**src/rtl/ext_divider.sv**
```systemverilog
// Multi-cycle RV32M divide unit on the external-execute port.
// Restoring radix-2 division, one quotient bit per cycle, with a fixed 34-cycle occupancy.
module ext_divider #(
   parameter int XLEN = 32
) (
   input  logic            clk,
   input  logic            reset,
   input  logic            en,
   input  logic [XLEN-1:0] a,
   input  logic [XLEN-1:0] b,
   input  logic [XLEN-1:0] c,
   input  logic [9:0]      operation,
   output logic            bussy,
   output logic [XLEN-1:0] y
);

   typedef enum logic [1:0] {IDLE, BUSY, DONE} state_t;

   state_t          state;
   logic [5:0]      cnt;
   logic [XLEN:0]   rem;
   logic [XLEN-1:0] quo;
   logic [XLEN-1:0] dvs;
   logic            sel_rem;
   logic            neg_q;
   logic            neg_r;
   logic            div0;
   logic            ovf;

   logic            sgn;
   logic [XLEN:0]   rem_sh;
   logic [XLEN:0]   rem_nx;
   logic [XLEN-1:0] quo_nx;
   logic            unused_inputs;

   function automatic logic [XLEN-1:0] mag(input logic signed [XLEN-1:0] v);
      logic signed [XLEN-1:0] r;
      r = v[XLEN-1] ? -v : v;
      return r;
   endfunction

   function automatic logic [XLEN-1:0] final_result(
      input logic [XLEN-1:0] q,
      input logic [XLEN-1:0] r,
      input logic            sel_r,
      input logic            nq,
      input logic            nr,
      input logic            z,
      input logic            ov
   );
      logic [XLEN-1:0] qs;
      logic [XLEN-1:0] rs;
      qs = nq ? -q : q;
      // With a zero divisor every step subtracts nothing, so rs already equals the original dividend.
      rs = nr ? -r : r;
      if (sel_r)
         return ov ? '0 : rs;
      else if (z)
         return '1;
      else if (ov)
         return {1'b1, {(XLEN-1){1'b0}}};
      else
         return qs;
   endfunction

   assign sgn           = !operation[0];
   assign bussy         = en && operation[2] && (state != DONE);
   assign unused_inputs = ^{c, operation[9:3], rem[XLEN]};

   always_comb begin
      rem_sh = {rem[XLEN-1:0], quo[XLEN-1]};
      quo_nx = {quo[XLEN-2:0], 1'b0};
      rem_nx = rem_sh;
      if (rem_sh >= {1'b0, dvs}) begin
         rem_nx    = rem_sh - {1'b0, dvs};
         quo_nx[0] = 1'b1;
      end
   end

   always_ff @(posedge clk or posedge reset) begin
      if (reset) begin
         state   <= IDLE;
         cnt     <= '0;
         rem     <= '0;
         quo     <= '0;
         dvs     <= '0;
         sel_rem <= 1'b0;
         neg_q   <= 1'b0;
         neg_r   <= 1'b0;
         div0    <= 1'b0;
         ovf     <= 1'b0;
         y       <= '0;
      end else begin
         case (state)
            IDLE: begin
               if (en && operation[2]) begin
                  state   <= BUSY;
                  cnt     <= '0;
                  rem     <= '0;
                  quo     <= sgn ? mag($signed(a)) : a;
                  dvs     <= sgn ? mag($signed(b)) : b;
                  sel_rem <= operation[1];
                  neg_q   <= sgn && (a[XLEN-1] ^ b[XLEN-1]);
                  neg_r   <= sgn && a[XLEN-1];
                  div0    <= (b == '0);
                  ovf     <= sgn && (a == {1'b1, {(XLEN-1){1'b0}}}) && (b == '1);
               end
            end
            BUSY: begin
               // A dropped request is a flush: abandon the divide and keep the old result.
               if (!en) begin
                  state <= IDLE;
                  cnt   <= '0;
               end else begin
                  rem <= rem_nx;
                  quo <= quo_nx;
                  cnt <= cnt + 6'd1;
                  if (cnt == 6'(XLEN-1)) begin
                     state <= DONE;
                     cnt   <= '0;
                     y     <= final_result(quo_nx, rem_nx[XLEN-1:0], sel_rem,
                                           neg_q, neg_r, div0, ovf);
                  end
               end
            end
            DONE:    state <= IDLE;
            default: state <= IDLE;
         endcase
      end
   end

endmodule
```
**config.mk**
```make
export PLATFORM = sky130hd
export DESIGN_NAME = ext_divider
export DESIGN_NICKNAME = d
export VERILOG_FILES = /design/src/rtl/ext_divider.sv
export SDC_FILE = /design/constraint.sdc
export NUM_CORES = 1
export LEC_CHECK = 0
export ABC_CLOCK_PERIOD_IN_PS = 6800
export BUFFER_PORTS_ARGS = -buffer_cell sky130_fd_sc_hd__buf_2
export CAP_MARGIN = 20
export CORE_MARGIN = 2
export CORE_UTILIZATION = 43
export DETAILED_ROUTE_END_ITERATION = 16
export GPL_TIMING_DRIVEN = 1
export SYNTH_ARGS = -nofsm -noshare
export SYNTH_HDL_FRONTEND = slang
export SYNTH_SLANG_ARGS = --single-unit
export TNS_END_PERCENT = 20
```
**constraint.sdc**
```tcl
create_clock -name clk -period 6.8 [get_ports clk]
set_input_delay 1.36 -clock clk [delete_from_list [all_inputs] [get_ports clk]]
set_output_delay 1.36 -clock clk [all_outputs]
set_load 0.02 [all_outputs]
```
==> Word-level counts from Yosys, hierarchy flattened <==
Index checks and enable logic that the tools add are counted.
{ "totals": {"reg_bits": 141} }
{ "classes": {"add_sub_neg": 6, "order_cmp": 1, "eq_ne": 8, "muxes": 26, "bitwise_logic": 1, "reduce_logical": 15} }
{ "op_table": {"columns": ["cell", "count"], "rows": [
  ["two-way mux 32 bit", 15],
  ["negator 32 bit", 4],
  ["case mux 32 bit (2 select lines)", 2],
  ["equality test 32 bit, second input constant", 2],
  ["greater-or-equal comparator 33 x 32 -> 1 bit", 1],
  ["zero test 32 bit", 1],
  ["subtractor 32 bit", 1],
  ["two-way mux 6 bit", 3],
  ["case mux 6 bit (2 select lines)", 1],
  ["adder 6 x 1 -> 6 bit, second input constant", 1],
  ["equality test 6 x 5 -> 1 bit, second input constant", 1],
  ["logical AND 1 bit", 6],
  ["two-way mux 2 bit", 3],
  ["!= test 2 bit, second input constant", 3],
  ["AND reduction 2 bit", 3],
  ["AND reduction 3 bit", 2],
  ["case mux 2 bit (2 select lines)", 1],
  ["!= test 3 bit, second input constant", 1],
  ["equality test 2 x 1 -> 1 bit, second input constant", 1],
  ["zero test 2 bit", 1],
  ["nonzero test 2 bit", 1],
  ["zero test 1 bit", 1],
  ["two-way mux 1 bit", 1],
  ["XOR 1 bit", 1]
]} }

==> Logic depth before layout (Yosys ltp) <==
{ "logic_depth": {"depth_word": 7, "depth_mapped": 23} }

==> Worst setup path before layout <==
No wires, ideal clock.
{ "synth_timing": {"path_kind": "reg2reg", "from": "reg rem[2]", "to": "reg y[28]", "setup_ns": 0.082, "t_arrival_ns": 4.700, "required_ns": 6.718, "setup_slack_ns": 2.018, "stages_incl_launch_ff": 21, "n_path_buf": 4, "synth_period_minus_slack_ns": 4.782, "cell_sequence": "dfrtp_1 -> ha_1 -> buf_2 -> nand3_1 -> o21bai_1 -> a2111oi_2 -> o31ai_1 -> nand2_2 -> clkbuf_1 -> clkbuf_1 -> clkbuf_1 -> nand2_1 -> o21ai_0 -> ha_1 -> nand3_1 -> o41ai_1 -> o211ai_1 -> nor4_1 -> o21a_1 -> o21ai_0 -> a31oi_1"} }
{ "synth_between": {"elab_chain_cells": 7, "word_cells_on_any_way": 12, "classes_between": "add/sub (3); order compare (1); mux (8)"} }
{ "synth_lines": {"columns": ["item", "line_no", "rtl"], "rows": [
  ["from (decl)", "21", "logic [XLEN:0] rem;"],
  ["from (signal assigned)", "115", "rem <= rem_nx;"],
  ["greater-or-equal comparator 33 x 32 -> 1 bit", "74", "if (rem_sh >= {1'b0, dvs}) begin"],
  ["two-way mux 1 bit", "74", null],
  ["negator 32 bit", "53", "qs = nq ? -q : q;"],
  ["two-way mux 32 bit", "53", null],
  ["two-way mux 32 bit", "60", "else if (ov)"],
  ["two-way mux 32 bit", "58", "else if (z)"],
  ["two-way mux 32 bit *", "56", "if (sel_r)"],
  ["to (signal assigned)", "121", "y <= final_result(quo_nx, rem_nx[XLEN-1:0], sel_rem,"],
  ["to (decl)", "14", "output logic [XLEN-1:0] y"]
]} }
Every way passes the cells marked *; elsewhere a longest branch is shown, timed or not.
A chain may end at the register's enable or synchronous reset.

==> Final worst setup path <==
{ "layout_timing": {"from": "reg rem[3]", "to": "reg y[28]"} }
The elaborated chain is that of the path after synthesis.

==> flow_summary.json <==
{
  "outcome": "finished clean",
  "ys_seq_area_share_pct": 31.2,
  "syn_nets": 1626,
  "insertedDiodeCount": 0,
  "cp_max_fo": 34,
  "tritoncts": "built",
  "cts_hold_buf": 0,
  "crit_path_cell_trace": "ha_1 -> a21o_1 -> a31oi_1 -> a2111oi_2 -> o31ai_1 -> nand2_2 -> inv_2 -> ha_1 -> nand2b_1 -> or2_2 -> nand2b_1 -> or2_2 -> o41ai_1 -> xor2_1 -> o21ai_0 -> nand2b_1 -> a31oi_1",
  "drt_pass1_iterations": 5,
  "clock-sinks": 141,
  "ioPinCount": 142,
  "core_area_um2": 25900,
  "ys_types": 79,
  "finalWirelength_um": 33400,
  "cp_slowest_stage_delay_ns": 0.62,
  "hold_path_depth": 2,
  "slew_violations": 0,
  "synth_area_um2": 11300,
  "num_rows": 59,
  "fmax_mhz": 179,
  "synth_top_area_share_pct": 31.2,
  "ys_warn_count": 0,
  "antenna_found_initial": 0,
  "syn2layout_area_growth_pct": 11.7,
  "fin_setup_tns_ns": 0,
  "synth.area.top_cells": "dfrtp_1 31%, o21ai_0 7.2%, nand2_1 7.1%, xnor2_1 6.7%, a21oi_1 6.0%",
  "synth-seq-cells": 141,
  "via_count": 10800,
  "dp_hpwl_um": 25700,
  "drive_above_1_share_pct": 11.6,
  "fp.dieArea_um2": 27600,
  "drtIter0Drc": 884,
  "clk_path_buf_depth": 2,
  "cts_resized": 0,
  "start_util_pct": 43.7,
  "synth_cells": 1478,
  "arrival_ns": 5.87,
  "crit_family": "compound AO/OA/AOI/OAI gates",
  "required_ns": 7.07,
  "r2r-end": "y[28]",
  "max-vdd-ir-drop_uv": 202,
  "drc_errors": 0,
  "worst-setup-path-type": "reg2reg",
  "n_fill_cell": 2610,
  "synth_flop_cell": "dfrtp_1",
  "hold_viol": 0,
  "grt_max_degree": 83,
  "grt.total_usage_pct": 24.5,
  "regToRegSetupSlack_ns": 1.21,
  "totalPowerFinal_mw": 5.39,
  "r2r_start": "rem[3]",
  "cts_root_buf": "clkbuf_16",
  "cpMaxStageDelayCell": "inv_2",
  "endpoint_kind": "register",
  "synth_edf_count": 0,
  "clk_latency_ns": 0.43,
  "drtAntennaViolNets": 0,
  "wl_per_cell_um": 17.8,
  "reg2regPathDepth": 17,
  "start_kind": "register",
  "cts.clk_slew.worst_paths_ns": 0.07,
  "worstMarginPinSlew_ns": 1.01,
  "htree_num_levels": 4,
  "min_path_type": "reg2reg",
  "place_inst": 1840,
  "instances_no_fill": 1872,
  "critPathMostFrequentCell": "nand2b_1",
  "skew_ns": 0.00888,
  "nets": 1672,
  "yosysTopAreaCell": "dfrtp_1",
  "relSlewSlack_pct": 32.5,
  "rsz0062_at_grt": "no",
  "cts_made_buffers": 17,
  "hp-start": "dvs[17]",
  "grt_pass1_vias": 10200,
  "gr-total-overflow": 0,
  "die_h_um": 166,
  "viasPerCell": 5.77,
  "maxCapViolations": 0,
  "setup_violations": 0,
  "ys_async_sr_fraction_pct": 100,
  "p_leak_nw": 5.52,
  "crit_buf_inv": 1,
  "period_minus_slack_ns": 5.59,
  "fp.dieW_um": 166,
  "grt_pass1_wl_um": 55200,
  "cts_setup_buffers": 0,
  "period_share_pct": 82.3,
  "gp_congestion": 0.911,
  "hold_end": "dvs[17]",
  "p_per_area_nw_per_um2": 426,
  "avgSynthCellArea_um2": 7.66,
  "io_buffers": 102
}
how the worst max path moves through the flow:
stage	startpoint	end	slack, ns	cells past startpoint
floorplan	reset	cnt[0]	1.66	1
global placement	rem[3]	y[28]	1.45	17
detailed placement	rem[3]	y[28]	1.39	17
CTS	rem[3]	y[28]	1.35	17
global route	rem[3]	y[28]	0.89	17
finish	rem[3]	y[28]	1.21	17
kinds of logic after synthesis:
logic type	Yosys count	share of synthesized area (%)
fa+ha+maj	39	4.38
mux	17	1.56
buf+inv	145	4.92
xor+xnor	141	10.9
flops	141	31.2
simple gates	525	21.7
compound gates	470	25.4
cell usage after synthesis, types with 12 or more instances:
cell type  count
mux2i_1       15
o31ai_1       29
inv_1         60
clkbuf_1      70
nand4_1       16
xor2_1        55
nor2_1       121
o41ai_1       14
nor3_1        44
o221ai_1      17
dfrtp_1      141
nand2_1      214
a31oi_1       12
nand2b_1      18
ha_1          38
nand3_1       17
or3_1         14
o21ai_0      163
nor4_1        15
xnor2_1       86
o21a_1        26
a21oi_1      136
worst min-delay path, cell delays in order, from the launching register on:
cell     delay (ns)
dfrtp_1        0.34
nand2_1        0.04
o21ai_0        0.06
sequential cells by signal, summed over array words and instances (netlist names):
signal and flops:
cnt 6, div0 1, dvs 32, neg_q 1, neg_r 1, ovf 1, quo 32, rem 32
sel_rem 1, state 2, y 32
routing by layer:
| layer | GRT usage (%) | share of wire (%) | up-vias |
|---|---|---|---|
| met1 | 35.5 | 48 | 5125 |
| met4 | 8.13 | 2.7 | 0 |
| met3 | 2.22 | 4.5 | 52 |
| li1 | - | - | 5362 |
| met5 | 0 | 0 | - |
| met2 | 38.5 | 45 | 267 |
power breakdown:
group          internal, mW  leakage, nW  switching, mW
registers              1.00         1.85          0.229
logic                  1.15         3.36           1.99
clock network         0.607        0.308          0.407
layout by cell type, fill, tap and decap left out, types with 11 or more instances in the layout:
| master | n |
|---|---|
| xor2_1 | 55 |
| nor4_1 | 15 |
| nand2b_1 | 18 |
| a21oi_1 | 136 |
| inv_1 | 59 |
| ha_1 | 38 |
| or4_1 | 11 |
| or3_1 | 13 |
| o21ai_0 | 163 |
| o41ai_1 | 14 |
| nand4_1 | 16 |
| o221ai_1 | 17 |
| or2_2 | 11 |
| o21a_1 | 26 |
| clkbuf_16 | 17 |
| o31ai_1 | 29 |
| buf_2 | 102 |
| nor3_1 | 43 |
| dfrtp_1 | 141 |
| xnor2_1 | 86 |
| nor2_1 | 119 |
| a31oi_1 | 12 |
| nand2_1 | 214 |
| mux2i_1 | 15 |
| nand3_1 | 17 |
per-stage QoR:
step	setup slack, ns	util [%]	area [um2]	hold slack [ns]
final	1.21	48.8	12600	0.481
after detailed placement	1.39	46.4	12000	0.471
after global routing	0.889	48.8	12600	0.506
after floorplan	1.66	-	11300	0.450
after global placement	1.45	46.4	12000	0.465
after CTS	1.35	48.8	12600	0.485
layout make-up:
type	count	area (um2)	area share [%]
Clock inverter	13	175	1.39
Timing Repair Buffer	111	578	4.57
Multi-Input combinational cell	1192	7250	57.4
Tap cell	335	419	3.32
Inverter	61	234	1.85
Clock buffer	19	453	3.58
Sequential cell	141	3530	27.9
Note: power is estimated with default switching activity, not from simulation.
